==> src/rtl/hud_pkg.sv <==
// Shared constants, FSM state type and BCD helpers for the HUD score writer.
package hud_pkg;

    localparam int HUD_SLOTS        = 14;
    localparam int DIGITS_PER_VALUE = 7;
    localparam int BCD_W            = 28;
    localparam int MAX_DEC          = 9_999_999;

    // Iteration counter width; must hold the binary input width.
    localparam int ITER_W = 5;

    // First slot of each readout in the overlay.
    localparam logic [3:0] SLOT_BASE_A = 4'd0;
    localparam logic [3:0] SLOT_BASE_B = 4'd7;

    typedef enum logic [2:0] {
        IDLE,
        CONV_A,
        EMIT_A,
        CONV_B,
        EMIT_B,
        FINISH
    } state_t;

    // Double-dabble correction applied to one BCD nibble before each shift.
    function automatic logic [3:0] add3_if_ge5(input logic [3:0] nib);
        return (nib >= 4'd5) ? nib + 4'd3 : nib;
    endfunction

    // Digit k of a packed 7-digit BCD word, k = 0 being the most significant.
    function automatic logic [3:0] bcd_digit(input logic [BCD_W-1:0] bcd,
                                             input logic [2:0]       k);
        logic [BCD_W-1:0] shifted;
        shifted = bcd >> (4 * (DIGITS_PER_VALUE - 1 - int'(k)));
        return shifted[3:0];
    endfunction

    // True when digits 0..k (most significant first) are all zero.
    function automatic logic digits_zero_through(input logic [BCD_W-1:0] bcd,
                                                 input logic [2:0]       k);
        logic [BCD_W-1:0] shifted;
        shifted = bcd >> (4 * (DIGITS_PER_VALUE - 1 - int'(k)));
        return (shifted == '0);
    endfunction

endpackage

==> src/rtl/hud_score_writer_bin2bcd_serial.sv <==
// Serial double-dabble: one iteration per step, BIN_W steps per conversion.
// The caller loads a value, then steps until last is seen alongside a step.
module bin2bcd_serial
    import hud_pkg::*;
#(
    parameter int BIN_W = 24
) (
    input  logic             clk,
    input  logic             reset_n,
    input  logic             load,
    input  logic             step,
    input  logic [BIN_W-1:0] bin_in,
    output logic [BCD_W-1:0] bcd,
    output logic             last
);

    logic [BIN_W-1:0]  bin_q;
    logic [BCD_W-1:0]  bcd_q;
    logic [BCD_W-1:0]  bcd_adj;
    logic [ITER_W-1:0] iter_q;

    // Add 3 to every nibble that is 5 or more, ready for the next shift.
    always_comb begin
        // NOTE: every signal assigned in always_comb gets a default first so no latch is inferred.
        bcd_adj = '0;
        for (int i = 0; i < DIGITS_PER_VALUE; i++) begin
            bcd_adj[4*i +: 4] = add3_if_ge5(bcd_q[4*i +: 4]);
        end
    end

    // Load clears the BCD word; each step shifts the corrected BCD word and the binary value left.
    always_ff @(posedge clk or negedge reset_n) begin
        // NOTE: sequential state uses non-blocking assignments so all registers update together at the edge.
        if (!reset_n) begin
            bin_q  <= '0;
            bcd_q  <= '0;
            iter_q <= '0;
        end else if (load) begin
            bin_q  <= bin_in;
            bcd_q  <= '0;
            iter_q <= '0;
        end else if (step) begin
            bcd_q  <= {bcd_adj[BCD_W-2:0], bin_q[BIN_W-1]};
            bin_q  <= {bin_q[BIN_W-2:0], 1'b0};
            iter_q <= iter_q + ITER_W'(1);
        end
    end

    assign bcd  = bcd_q;
    // The step taking place at this edge is the final one of the conversion.
    assign last = step && (iter_q == ITER_W'(BIN_W - 1));

endmodule

==> src/rtl/hud_score_writer.sv <==
// Captures two counters, converts each to 7 BCD digits and writes the 14
// digit slots of the HUD overlay one per cycle, with optional blanking of
// leading zeros. All outputs are registered.
module hud_score_writer
    import hud_pkg::*;
#(
    parameter int         BIN_W         = 24,
    parameter logic [3:0] BLANK_CODE    = 4'd10,
    parameter bit         BLANK_LEADING = 1'b1
) (
    input  logic             clk,
    input  logic             reset_n,
    input  logic             start,
    input  logic [BIN_W-1:0] value_a,
    input  logic [BIN_W-1:0] value_b,
    output logic             busy,
    output logic             done,
    output logic             write,
    output logic [3:0]       num,
    output logic [3:0]       blob
);

    localparam logic [BIN_W-1:0] MAX_VAL   = BIN_W'(MAX_DEC);
    localparam logic [2:0]       LAST_SLOT = 3'(DIGITS_PER_VALUE - 1);

    // Values beyond seven decimal digits display as all nines.
    function automatic logic [BIN_W-1:0] clamp(input logic [BIN_W-1:0] v);
        return (v > MAX_VAL) ? MAX_VAL : v;
    endfunction

    state_t           state_q;
    state_t           state_d;
    logic [BIN_W-1:0] value_b_q;
    logic [2:0]       emit_k_q;
    logic             last_digit;
    logic             accept;

    logic             conv_load;
    logic             conv_step;
    logic [BIN_W-1:0] conv_bin;
    logic [BCD_W-1:0] conv_bcd;
    logic             conv_last;

    logic             busy_d;
    logic             done_d;
    logic             write_d;
    logic [3:0]       num_d;
    logic [3:0]       blob_d;

    // busy is low exactly in IDLE, which includes the cycle done is high.
    assign accept     = (state_q == IDLE) && start;
    assign last_digit = (emit_k_q == LAST_SLOT);

    bin2bcd_serial #(
        .BIN_W (BIN_W)
    ) u_bin2bcd (
        .clk     (clk),
        .reset_n (reset_n),
        .load    (conv_load),
        .step    (conv_step),
        .bin_in  (conv_bin),
        .bcd     (conv_bcd),
        .last    (conv_last)
    );

    // State register.
    always_ff @(posedge clk or negedge reset_n) begin
        if (!reset_n) begin
            state_q <= IDLE;
        end else begin
            state_q <= state_d;
        end
    end

    // Next-state logic: convert A, emit A, convert B, emit B, then finish.
    always_comb begin
        state_d = state_q;
        unique case (state_q)
            IDLE:    if (accept)     state_d = CONV_A;
            CONV_A:  if (conv_last)  state_d = EMIT_A;
            EMIT_A:  if (last_digit) state_d = CONV_B;
            CONV_B:  if (conv_last)  state_d = EMIT_B;
            EMIT_B:  if (last_digit) state_d = FINISH;
            FINISH:                  state_d = IDLE;
            default:                 state_d = IDLE;
        endcase
    end

    // Converter control: A is loaded on capture, B as the last A digit goes out.
    always_comb begin
        conv_load = accept || ((state_q == EMIT_A) && last_digit);
        conv_step = (state_q == CONV_A) || (state_q == CONV_B);
        conv_bin  = (state_q == IDLE) ? clamp(value_a) : value_b_q;
    end

    // Hold the clamped right readout until its conversion starts.
    always_ff @(posedge clk or negedge reset_n) begin
        if (!reset_n) begin
            value_b_q <= '0;
        end else if (accept) begin
            value_b_q <= clamp(value_b);
        end
    end

    // Digit index within the readout currently being emitted.
    always_ff @(posedge clk or negedge reset_n) begin
        if (!reset_n) begin
            emit_k_q <= '0;
        end else if ((state_q == EMIT_A) || (state_q == EMIT_B)) begin
            emit_k_q <= last_digit ? 3'd0 : emit_k_q + 3'd1;
        end else begin
            emit_k_q <= '0;
        end
    end

    // Output logic: next values of the registered outputs.
    always_comb begin
        write_d = (state_q == EMIT_A) || (state_q == EMIT_B);
        busy_d  = (state_d != IDLE);
        done_d  = (state_q == FINISH);
        num_d   = num;
        blob_d  = blob;
        if (write_d) begin
            blob_d = ((state_q == EMIT_B) ? SLOT_BASE_B : SLOT_BASE_A) + {1'b0, emit_k_q};
            num_d  = bcd_digit(conv_bcd, emit_k_q);
            // The least significant digit always shows, so zero reads as "0".
            if (BLANK_LEADING && !last_digit && digits_zero_through(conv_bcd, emit_k_q)) begin
                num_d = BLANK_CODE;
            end
        end
    end

    // Output registers; num and blob keep the last written slot between writes.
    always_ff @(posedge clk or negedge reset_n) begin
        if (!reset_n) begin
            busy  <= 1'b0;
            done  <= 1'b0;
            write <= 1'b0;
            num   <= '0;
            blob  <= '0;
        end else begin
            busy  <= busy_d;
            done  <= done_d;
            write <= write_d;
            num   <= num_d;
            blob  <= blob_d;
        end
    end

endmodule

==> config.mk <==
export PLATFORM = sky130hd
export DESIGN_NAME = hud_score_writer
export DESIGN_NICKNAME = d
export VERILOG_FILES = /design/src/rtl/hud_pkg.sv /design/src/rtl/hud_score_writer_bin2bcd_serial.sv /design/src/rtl/hud_score_writer.sv
export SDC_FILE = /design/constraint.sdc
export NUM_CORES = 1
export LEC_CHECK = 0
export BUFFER_PORTS_ARGS = -buffer_cell sky130_fd_sc_hd__buf_2
export CORE_UTILIZATION = 45
export DETAILED_ROUTE_END_ITERATION = 10
export PLACE_DENSITY = 0.75
export REMOVE_ABC_BUFFERS = 1
export SETUP_SLACK_MARGIN = 0.5
export SLEW_MARGIN = 30
export SYNTH_ARGS = -nofsm -noshare
export SYNTH_HDL_FRONTEND = slang
export SYNTH_SLANG_ARGS = --single-unit
==> constraint.sdc <==
create_clock -name clk -period 6.2 [get_ports clk]
set_input_delay 1.24 -clock clk [delete_from_list [all_inputs] [get_ports clk]]
set_output_delay 1.24 -clock clk [all_outputs]
set_load 0.01 [all_outputs]
==> Flow_metrics.wiki, run 1 <==
{| class="wikitable"
! Metric !! Value
|-
| Number of buffer cells added on primary ports || 61
|-
| Pin count of the biggest net entering global routing || 63
|-
| Setup WS post-layout || 2.54 ns
|-
| Number of endpoints with negative hold slack in the final report || 0
|-
| Peak Freq || 274 MHz
|-
| Deepest level of the CTS H-tree || 3
|-
| Post-CTS setup-driven buffer insertion count || 0
|-
| Rows || 40
|-
| Switching fraction of total power || 0.410
|-
| Most used flip-flop cell after synthesis || sky130_fd_sc_hd__dfrtp_1
|-
| Fraction of final layout cells with drive strength greater than 1 || 0.155
|-
| Top cell types by occurrence after synthesis || 98 x sky130_fd_sc_hd__dfrtp_1, 55 x sky130_fd_sc_hd__o21ai_0, 53 x sky130_fd_sc_hd__nand2_1
|-
| Die Area || 12900 um2
|-
| Largest delay contributor family on the critical path || flip-flops
|-
| Maximum VDD drop || 0.000241 V
|-
| Clock slew at the register clock pins of the worst setup and hold paths || 0.07 ns
|-
| Total I/O pin count || 62
|-
| Worst path arrival time || 3.92 ns
|-
| List of cells traversed by the critical path || clkinv_1 -> ha_1 -> mux2_2 -> a32oi_1 -> nand3_1 -> o31ai_1 -> nand3_1 -> o22ai_1
|-
| Status || finished clean
|-
| Reg-to-reg slack, setup || 2.54 ns
|-
| Vias post-DR || 4729
|-
| Count of buffer and inverter cells on the critical path || 1
|-
| Clock latency at the later pin of the worst-skew pair || 0.35 ns
|-
| Most instantiated library cell after synthesis || sky130_fd_sc_hd__dfrtp_1
|-
| Final routed wirelength across all metal layers || 12900 um
|-
| MaxCap Viol Count || 0
|-
| Slowest cell on the critical path || sky130_fd_sc_hd__dfrtp_1
|-
| Ratio of final minimum period to clock period || 0.590
|-
| Area leader, netlist || sky130_fd_sc_hd__dfrtp_1
|-
| Total of flip-flops plus latches after synthesis || 98
|-
| Setup Viol. Count Final || 0
|-
| Unrepaired setup endpoints after global routing || no
|-
| Share of synthesized flip-flops with an asynchronous set or reset || 1.00
|-
| Kind of end point of the critical path || register
|-
| Most used cell along the critical path || sky130_fd_sc_hd__nand3_1
|-
| Worst clock skew on the final layout || 0.00910 ns
|-
| Proportion of synthesized chip area in sequential cells || 0.439
|-
| Vias in the first global route || 4657
|-
| Num CTS Buffers || 9
|-
| DRC violation count after routing || 0
|-
| Critical Setup Path Class || reg2reg
|-
| Mean number of vias per cell || 5.77
|-
| Shortest period the worst path allows || 3.66 ns
|-
| Int Pwr || 1.76 mW
|-
| Biggest area contributors in the synthesized netlist || sky130_fd_sc_hd__dfrtp_1 44%, sky130_fd_sc_hd__o21ai_0 4.9%, sky130_fd_sc_hd__ha_1 4.7%, sky130_fd_sc_hd__nand3_1 4.1%, sky130_fd_sc_hd__nand2_1 3.6%
|-
| Buffer depth of the longest clock path || 2
|-
| Slew HR || 0.395
|-
| Portion of synthesized cell area occupied by the leading cell type || 0.439
|-
| Antenna diode count || 0
|-
| Worst-Margin Slew || 0.907 ns
|-
| Slowest cell delay on critical path || 0.94 ns
|-
| Number of instances resized during post-cts repair || 0
|-
| Fin. max-slew vios || 0
|-
| Antenna violations before repair || 0
|-
| Combinational cell fraction of total power || 0.418
|-
| Post-synthesis instance area || 5580 um2
|-
| Detail Placement HPWL || 9360 um
|-
| GRT Resource Usage Total || 0.215
|-
| # fillers || 1090
|-
| Vertical die dimension || 113 um
|-
| Initial cell density of the core || 0.463
|-
| Final antenna-violating net count || 0
|-
| Synthesized instance count || 611
|-
| Final estimated routing congestion in global placement || 0.874
|-
| Power, Total || 2.98 mW
|-
| Number of clock sinks seen by CTS || 98
|-
| First-pass iteration count of the detailed router || 5
|-
| Remaining Overflow, GRT || 0
|-
| Total net switching power || 1.22 mW
|-
| Post-synthesis cell type count || 59
|-
| Average wire per cell in the routed design || 15.8 um
|-
| Post-Synthesis Mean Instance Area || 9.14 um2
|-
| Clock tree from TritonCTS || done
|-
| Worst setup slack after placement || 2.59 ns
|-
| Leakage power total || 2.75 nW
|-
| Number of synthesized flops with an enable pin || 0
|-
| Die span in x || 113 um
|-
| Library cell used as clock root buffer || sky130_fd_sc_hd__clkbuf_16
|-
| Relative contribution of sequential cells to total power || 0.398
|-
| Net total in the final layout || 719
|-
| CP Launch Type || register
|-
| Wire length of the first global-routing pass || 22100 um
|-
| Yosys warnings || 0
|-
| Setup tns final || 0 ns
|-
| Crit-path max FO || 31
|-
| Power density over cell area || 475 nW/um2
|-
| Count of routing violations after the opening detailed-route iteration || 303
|-
| CTS Hold Buffers Added || 0
|-
| Layout area overhead || 12.4%
|-
| Core footprint || 12100 um2
|-
| Data required time at the worst endpoint || 6.46 ns
|-
| Share of power burned in the clock network || 0.184
|-
| Hold/Removal Path Class || reg2reg
|}
[cells by family (layout without fill, tap and decap cells)]
| logic type | Yosys count | after routing | share of synthesized area |
|---|---|---|---|
| AND/OR/NAND/NOR | 205 | 205 | 0.182 |
| AO/OA/AOI/OAI | 192 | 192 | 0.232 |
| flip-flops | 98 | 98 | 0.439 |
| XOR/XNOR | 17 | 17 | 0.0267 |
| adder cells (fa/ha/maj) | 22 | 22 | 0.0506 |
| multiplexers | 12 | 12 | 0.0224 |
| buffers and inverters | 65 | 105 | 0.0466 |
[cells in the final DEF (no fill, tap or decap), types with 9 or more instances in the layout]
cell / count
sky130_fd_sc_hd__nand2b_1: 10
sky130_fd_sc_hd__clkbuf_16: 9
sky130_fd_sc_hd__ha_1: 21
sky130_fd_sc_hd__inv_1: 21
sky130_fd_sc_hd__buf_2: 60
sky130_fd_sc_hd__nand3_1: 46
sky130_fd_sc_hd__nand2_1: 53
sky130_fd_sc_hd__o21ai_0: 55
sky130_fd_sc_hd__nor3_1: 11
sky130_fd_sc_hd__xnor2_1: 9
sky130_fd_sc_hd__nor2b_1: 9
sky130_fd_sc_hd__o31ai_1: 17
sky130_fd_sc_hd__nor2_1: 39
sky130_fd_sc_hd__a21oi_1: 37
sky130_fd_sc_hd__o22a_1: 11
sky130_fd_sc_hd__dfrtp_1: 98
[path summary, 6_finish.rpt]
kind                               startpoint                 to  cells after the start
worst max-delay path              emit_k_q[0]             num[3]                      8
worst min-delay path            value_b_q[19]      value_b_q[19]                      2
worst max register to register    emit_k_q[0]             num[3]                      8
worst min register to register  value_b_q[19]      value_b_q[19]                      2
max in group asynchronous             reset_n             num[0]                      2
min in group asynchronous             reset_n  u_bin2bcd.bcd[20]                      1
[metrics by stage]
step	hold slack, ns	instance area, um2	util	instances
floorplan	0.439	5410	-	568
global placement	0.458	5980	0.496	803
detailed placement	0.460	5990	0.496	803
CTS	0.476	6280	0.521	819
global route	0.498	6280	0.521	819
finish	0.475	6280	0.521	819
[worst min-delay path, delay by kind of cell (launching register included)]
| family | cells | cell delay [ns] |
|---|---|---|
| AND/OR/NAND/NOR | 2 | 0.10 |
| flip-flops | 1 | 0.35 |
[flip-flops by register name, indices dropped and copies added (netlist names)]
name,cells
blob,4
busy,1
done,1
emit_k_q,3
num,4
state_q,3
u_bin2bcd.bcd,28
u_bin2bcd.bin_q,24
u_bin2bcd.iter_q,5
value_b_q,24
write,1
[power by group through the flow]
stage	Clock [mW]	Sequential (mW)	Combinational, mW
floorplan	0	1.11	0.948
global placement	0	1.18	1.20
detailed placement	0	1.19	1.25
CTS	0.558	1.18	1.25
global route	0.583	1.23	1.42
finish	0.550	1.19	1.24
[cell type report]
type	instances	area, um2	share of cell area
tap	168	210	0.0335
multi-input combinational	448	2890	0.460
clock buffer	12	256	0.0409
sequential	98	2450	0.391
clock inverter	4	35.0	0.00558
inverter	22	82.6	0.0132
timing repair buffer	67	353	0.0562
[metal layers]
layer | track usage | part of all wire | vias up
li1 | - | - | 2312
met1 | 0.282 | 0.45 | 2264
met2 | 0.365 | 0.49 | 136
met3 | 0.0324 | 0.044 | 17
met4 | 0.0737 | 0.019 | 0
met5 | 0 | 0 | -
Power figures use the tool's default switching activity.
==> inputs of run 2 (changes only) <==
Clock period 6.2 ns to 3.7 ns, I/O delays scaled along.
==> Flow_metrics.wiki, run 2 (synthesized netlist as in run 1, its figures left out) <==
{| class="wikitable"
! Metric !! Value
|-
| Status || finished clean
|-
| Rows || 40
|-
| Slowest cell on the critical path || sky130_fd_sc_hd__ha_1
|-
| Setup tns final || 0 ns
|-
| Global-route layer with the greatest usage || met2
|-
| Final core occ || 0.524
|-
| Vias post-DR || 4842
|-
| Pin count of the biggest net entering global routing || 65
|-
| Placed Cells incl. Taps || 806
|-
| Met1 Track Usage GR || 0.287
|-
| Vertical die dimension || 113 um
|-
| Maximum VDD drop || 0.000436 V
|-
| Data required time at the worst endpoint || 3.96 ns
|-
| Average wire per cell in the routed design || 16.2 um
|-
| Wire length of the first global-routing pass || 22800 um
|-
| Fraction of final layout cells with drive strength greater than 1 || 0.161
|-
| Power, Total || 5.04 mW
|-
| Crit-path max FO || 18
|-
| Total I/O pin count || 62
|-
| First-pass iteration count of the detailed router || 5
|-
| Library cell used as clock root buffer || sky130_fd_sc_hd__clkbuf_16
|-
| Peak Freq || 373 MHz
|-
| Buffer depth of the longest clock path || 2
|-
| Setup Viol. Count Final || 0
|-
| GR Layer Usage met2 || 0.370
|-
| Met3 track utilization from global routing || 0.0499
|-
| Slowest cell delay on critical path || 0.72 ns
|-
| Final antenna-violating net count || 0
|-
| Antenna diode count || 0
|-
| Clock slew at the register clock pins of the worst setup and hold paths || 0.07 ns
|-
| Ratio of final minimum period to clock period || 0.725
|-
| CTS Hold Buffers Added || 0
|-
| Layout area overhead || 13.2%
|-
| Largest delay contributor family on the critical path || adder cells
|-
| Remaining Overflow, GRT || 0
|-
| Mean number of vias per cell || 5.89
|-
| Clock latency at the later pin of the worst-skew pair || 0.35 ns
|-
| Most common cell after layout, fill and taps aside || sky130_fd_sc_hd__dfrtp_1
|-
| Num CTS Buffers || 9
|-
| Worst hold slack after final layout || 0.471 ns
|-
| Count of routing violations after the opening detailed-route iteration || 313
|-
| GRT Resource Usage Total || 0.221
|-
| Kind of end point of the critical path || register
|-
| Detail Placement HPWL || 9550 um
|-
| Vias in the first global route || 4809
|-
| Slew HR || 0.419
|-
| Deepest level of the CTS H-tree || 3
|-
| CP Launch Type || register
|-
| Critical Setup Path Class || reg2reg
|-
| Antenna violations before repair || 0
|-
| Number of instances resized during post-cts repair || 0
|-
| Number of endpoints with negative hold slack in the final report || 0
|-
| Clock tree from TritonCTS || done
|-
| Shortest period the worst path allows || 2.68 ns
|-
| Post-CTS setup-driven buffer insertion count || 0
|-
| Most used cell along the critical path || sky130_fd_sc_hd__nand3_1
|-
| Hold/Removal Path Class || reg2reg
|-
| Worst clock skew on the final layout || 0.00889 ns
|-
| Leakage power total || 2.77 nW
|-
| Most used cells in the layout excluding fill and tap cells || 98 x sky130_fd_sc_hd__dfrtp_1, 60 x sky130_fd_sc_hd__buf_2, 55 x sky130_fd_sc_hd__o21ai_0
|-
| Final estimated routing congestion in global placement || 0.970
|-
| Net total in the final layout || 722
|-
| Number of buffer cells added on primary ports || 61
|-
| Initial cell density of the core || 0.463
|-
| Core footprint || 12100 um2
|-
| DRC violation count after routing || 0
|-
| Number of clock sinks seen by CTS || 98
|-
| Number of flip-flops in the largest register || 28
|-
| Die Area || 12900 um2
|-
| Worst-Margin Slew || 0.872 ns
|-
| MaxCap Viol Count || 0
|-
| Count of buffer and inverter cells on the critical path || 1
|-
| Die span in x || 113 um
|-
| Final routed wirelength across all metal layers || 13300 um
|-
| List of cells traversed by the critical path || clkinv_1 -> ha_1 -> mux2_2 -> a32oi_1 -> nand3_1 -> o31ai_1 -> nand3_1 -> o22ai_1
|-
| Unrepaired setup endpoints after global routing || no
|-
| Final cell count without fillers || 822
|-
| Worst path arrival time || 2.95 ns
|-
| Fin. max-slew vios || 0
|-
| Power density over cell area || 797 nW/um2
|}
==> run 2: stage by stage <==
stage	setup WS, ns	instance area [um2]
after floorplan	0.605	5410
after global placement	1.05	6020
after detailed placement	0.994	6020
after CTS	1.05	6320
after global routing	0.849	6320
final	1.02	6320
==> run 2: cell type report <==
| cell class | instances | area (um2) |
|---|---|---|
| clock inverters | 4 | 33.8 |
| clock buffers | 12 | 267 |
| inverters | 22 | 82.6 |
| fillers | 1086 | 5740 |
| flip-flops and latches | 98 | 2450 |
| multi-input cells | 448 | 2890 |
| well taps | 168 | 210 |
| repair buffers | 70 | 388 |
==> run 2: final timing paths <==
check	slack (ns)	end	depth (start not counted)	start
worst max-delay path	1.02	num[1]	8	emit_k_q[0]
worst min-delay path	0.47	value_b_q[21]	2	value_b_q[21]
worst max register to register	1.02	num[1]	8	emit_k_q[0]
worst min register to register	0.47	value_b_q[21]	2	value_b_q[21]
max in group asynchronous	2.52	u_bin2bcd.bin_q[0]	2	reset_n
min in group asynchronous	0.50	u_bin2bcd.bcd[25]	1	reset_n
==> run 2: where the power goes <==
part / switching [mW] / total [mW] / internal, mW
sequential: 0.436 / 1.96 / 1.53
clock: 0.417 / 0.933 / 0.516
combinational: 1.21 / 2.14 / 0.931
total: 2.06 / 5.04 / 2.98
==> run 2: worst reg2reg max path, stage by stage, from the launching register on <==
cell and delay (ns):
sky130_fd_sc_hd__dfrtp_1 0.35, sky130_fd_sc_hd__clkinv_1 0.22, sky130_fd_sc_hd__ha_1 0.72, sky130_fd_sc_hd__mux2_2 0.40, sky130_fd_sc_hd__a32oi_1 0.21, sky130_fd_sc_hd__nand3_1 0.12, sky130_fd_sc_hd__o31ai_1 0.27, sky130_fd_sc_hd__nand3_1 0.13
sky130_fd_sc_hd__o22ai_1 0.19
==> run 2: layer usage <==
layer  part of all wire  up-vias
li1                   -     2308
met1               0.43     2338
met2               0.48      174
met3              0.062       22
met4              0.019        0
met5                  0        -
==> inputs of run 3 (changes only) <==
Clock period 3.7 ns to 2.8 ns, I/O delays scaled along.
==> Flow_metrics.wiki, run 3 (synthesized netlist as in run 1, its figures left out) <==
{| class="wikitable"
! Metric !! Value
|-
| Slowest cell on the critical path || sky130_fd_sc_hd__or4_1
|-
| Status || finished clean
|-
| Clock slew at the register clock pins of the worst setup and hold paths || 0.07 ns
|-
| Final routed wirelength across all metal layers || 13700 um
|-
| Uppermost signal routing layer after detailed routing || met4
|-
| CTS Hold Buffers Added || 0
|-
| MaxCap Viol Count || 0
|-
| Met1 Routed Length || 5980 um
|-
| Number of flip-flops in the largest register || 28
|-
| Net total in the final layout || 731
|-
| Kind of end point of the critical path || register
|-
| Die span in x || 113 um
|-
| Buffer depth of the longest clock path || 2
|-
| Num CTS Buffers || 9
|-
| Fin. max-slew vios || 0
|-
| List of cells traversed by the critical path || or4_1 -> nor4_1 -> o211ai_1 -> o211ai_1 -> nand3_1 -> o22ai_1
|-
| Total I/O pin count || 62
|-
| Rows || 40
|-
| Deepest level of the CTS H-tree || 3
|-
| Unrepaired setup endpoints after global routing || no
|-
| Worst hold slack after final layout || 0.210 ns
|-
| Final cell count without fillers || 831
|-
| Routed wire length on met2 || 6860 um
|-
| Peak Freq || 465 MHz
|-
| Number of buffer cells added on primary ports || 61
|-
| Most used cell along the critical path || sky130_fd_sc_hd__o211ai_1
|-
| Ratio of final minimum period to clock period || 0.769
|-
| Mean number of vias per cell || 5.81
|-
| Layout area overhead || 15.1%
|-
| Power density over cell area || 1060 nW/um2
|-
| Most common cell after layout, fill and taps aside || sky130_fd_sc_hd__dfrtp_1
|-
| Wire length of the first global-routing pass || 23000 um
|-
| Worst setup slack after placement || 0.452 ns
|-
| Vertical die dimension || 113 um
|-
| Reg-to-reg slack, setup || 0.65 ns
|-
| Launch point of the worst reg-to-reg path || u_bin2bcd.bcd[26]
|-
| Antenna diode count || 0
|-
| Slowest cell delay on critical path || 0.65 ns
|-
| Pin count of the biggest net entering global routing || 57
|-
| Antenna violations before repair || 0
|-
| Vias in the first global route || 4768
|-
| Library cell used as clock root buffer || sky130_fd_sc_hd__clkbuf_16
|-
| Setup WS post-layout || 0.647 ns
|-
| Count of cells along the worst register-to-register path || 6
|-
| Remaining Overflow, GRT || 0
|-
| Die Area || 12900 um2
|-
| Worst-Margin Slew || 0.629 ns
|-
| Most used cells in the layout excluding fill and tap cells || 97 x sky130_fd_sc_hd__dfrtp_1, 60 x sky130_fd_sc_hd__buf_2, 55 x sky130_fd_sc_hd__o21ai_0
|-
| Worst clock skew on the final layout || 0.00523 ns
|-
| Number of endpoints with negative hold slack in the final report || 0
|-
| Setup Viol. Count Final || 0
|-
| Critical Setup Path Class || reg2reg
|-
| Detail Placement HPWL || 9860 um
|-
| Average wire per cell in the routed design || 16.5 um
|-
| Shortest period the worst path allows || 2.15 ns
|-
| Clock tree from TritonCTS || done
|-
| Routed wl met3 || 602 um
|-
| Placed Cells incl. Taps || 813
|-
| Worst path arrival time || 2.43 ns
|-
| Clock latency at the later pin of the worst-skew pair || 0.36 ns
|-
| Slew HR || 0.575
|-
| First-pass iteration count of the detailed router || 5
|-
| Data required time at the worst endpoint || 3.08 ns
|-
| DRC violation count after routing || 0
|-
| Vias post-DR || 4827
|-
| Final estimated routing congestion in global placement || 0.891
|-
| Dpl cell area || 6070 um2
|-
| Count of routing violations after the opening detailed-route iteration || 287
|-
| Fraction of final layout cells with drive strength greater than 1 || 0.178
|-
| Hold/Removal Path Class || in2async
|-
| Number of clock sinks seen by CTS || 98
|-
| Final instance area || 6420 um2
|-
| Final antenna-violating net count || 0
|-
| Leakage power total || 2.81 nW
|-
| Worst flop-to-flop path endpoint || num[3]
|-
| GRT Resource Usage Total || 0.225
|-
| Initial cell density of the core || 0.463
|-
| Core footprint || 12100 um2
|-
| Maximum VDD drop || 0.000536 V
|-
| Crit-path max FO || 6
|-
| CP Launch Type || register
|}
-- run 3: worst max-delay path, delay by kind of cell (launching register included) --
family          cells  cell delay, ns
simple gates        3            1.06
compound gates      3            0.58
flops               1            0.44
-- run 3: power breakdown --
group          switching, mW  total, mW  internal [mW]
Combinational           1.62       2.90           1.28
Sequential             0.580       2.60           2.02
Clock                  0.567       1.29          0.723
-- run 3: worst max path at each step --
stage,start,end,slack [ns],cells past startpoint
final,u_bin2bcd.bcd[26],num[3],0.65,6
after global routing,emit_k_q[0],num[3],0.51,8
after detailed placement,value_b[8],value_b_q[2],0.45,7
after global placement,value_b[8],value_b_q[4],0.59,7
after CTS,emit_k_q[1],num[3],0.52,8
after floorplan,emit_k_q[0],u_bin2bcd.bcd[11],-0.29,7
-- run 3: per-stage QoR --
| step | setup TNS, ns | total power, mW | util |
|---|---|---|---|
| final | 0 | 6.79 | 0.533 |
| after global routing | 0 | 7.33 | 0.533 |
| after CTS | 0 | 6.76 | 0.528 |
| after detailed placement | 0 | 5.45 | 0.503 |
| after global placement | 0 | 5.29 | 0.503 |
| after floorplan | -4.50 | 4.57 | - |
-- run 3: cell type report --
cell class                      instances  area [um2]
Sequential cell                        98        2450
Fill cell                            1081        5640
Clock buffer                           11         243
Clock inverter                          5        60.1
Inverter                               22        82.6
Tap cell                              168         210
Multi-Input combinational cell        448        2910
Timing Repair Buffer                   79         463
-- run 3: routing by layer --
metal / global-route usage / vias to the layer above
met1: 0.280 / 2352
met4: 0.0737 / 0
met2: 0.396 / 123
met5: 0 / -
met3: 0.0414 / 18
li1: - / 2334
-- run 3: repair_timing --
action | 4_1_cts | 5_1_grt
setup buffers | 0 | 2
hold endpoints to repair | 0 | 0
resized for setup | 0 | 8
endpoints found under the setup margin | 0 | 4
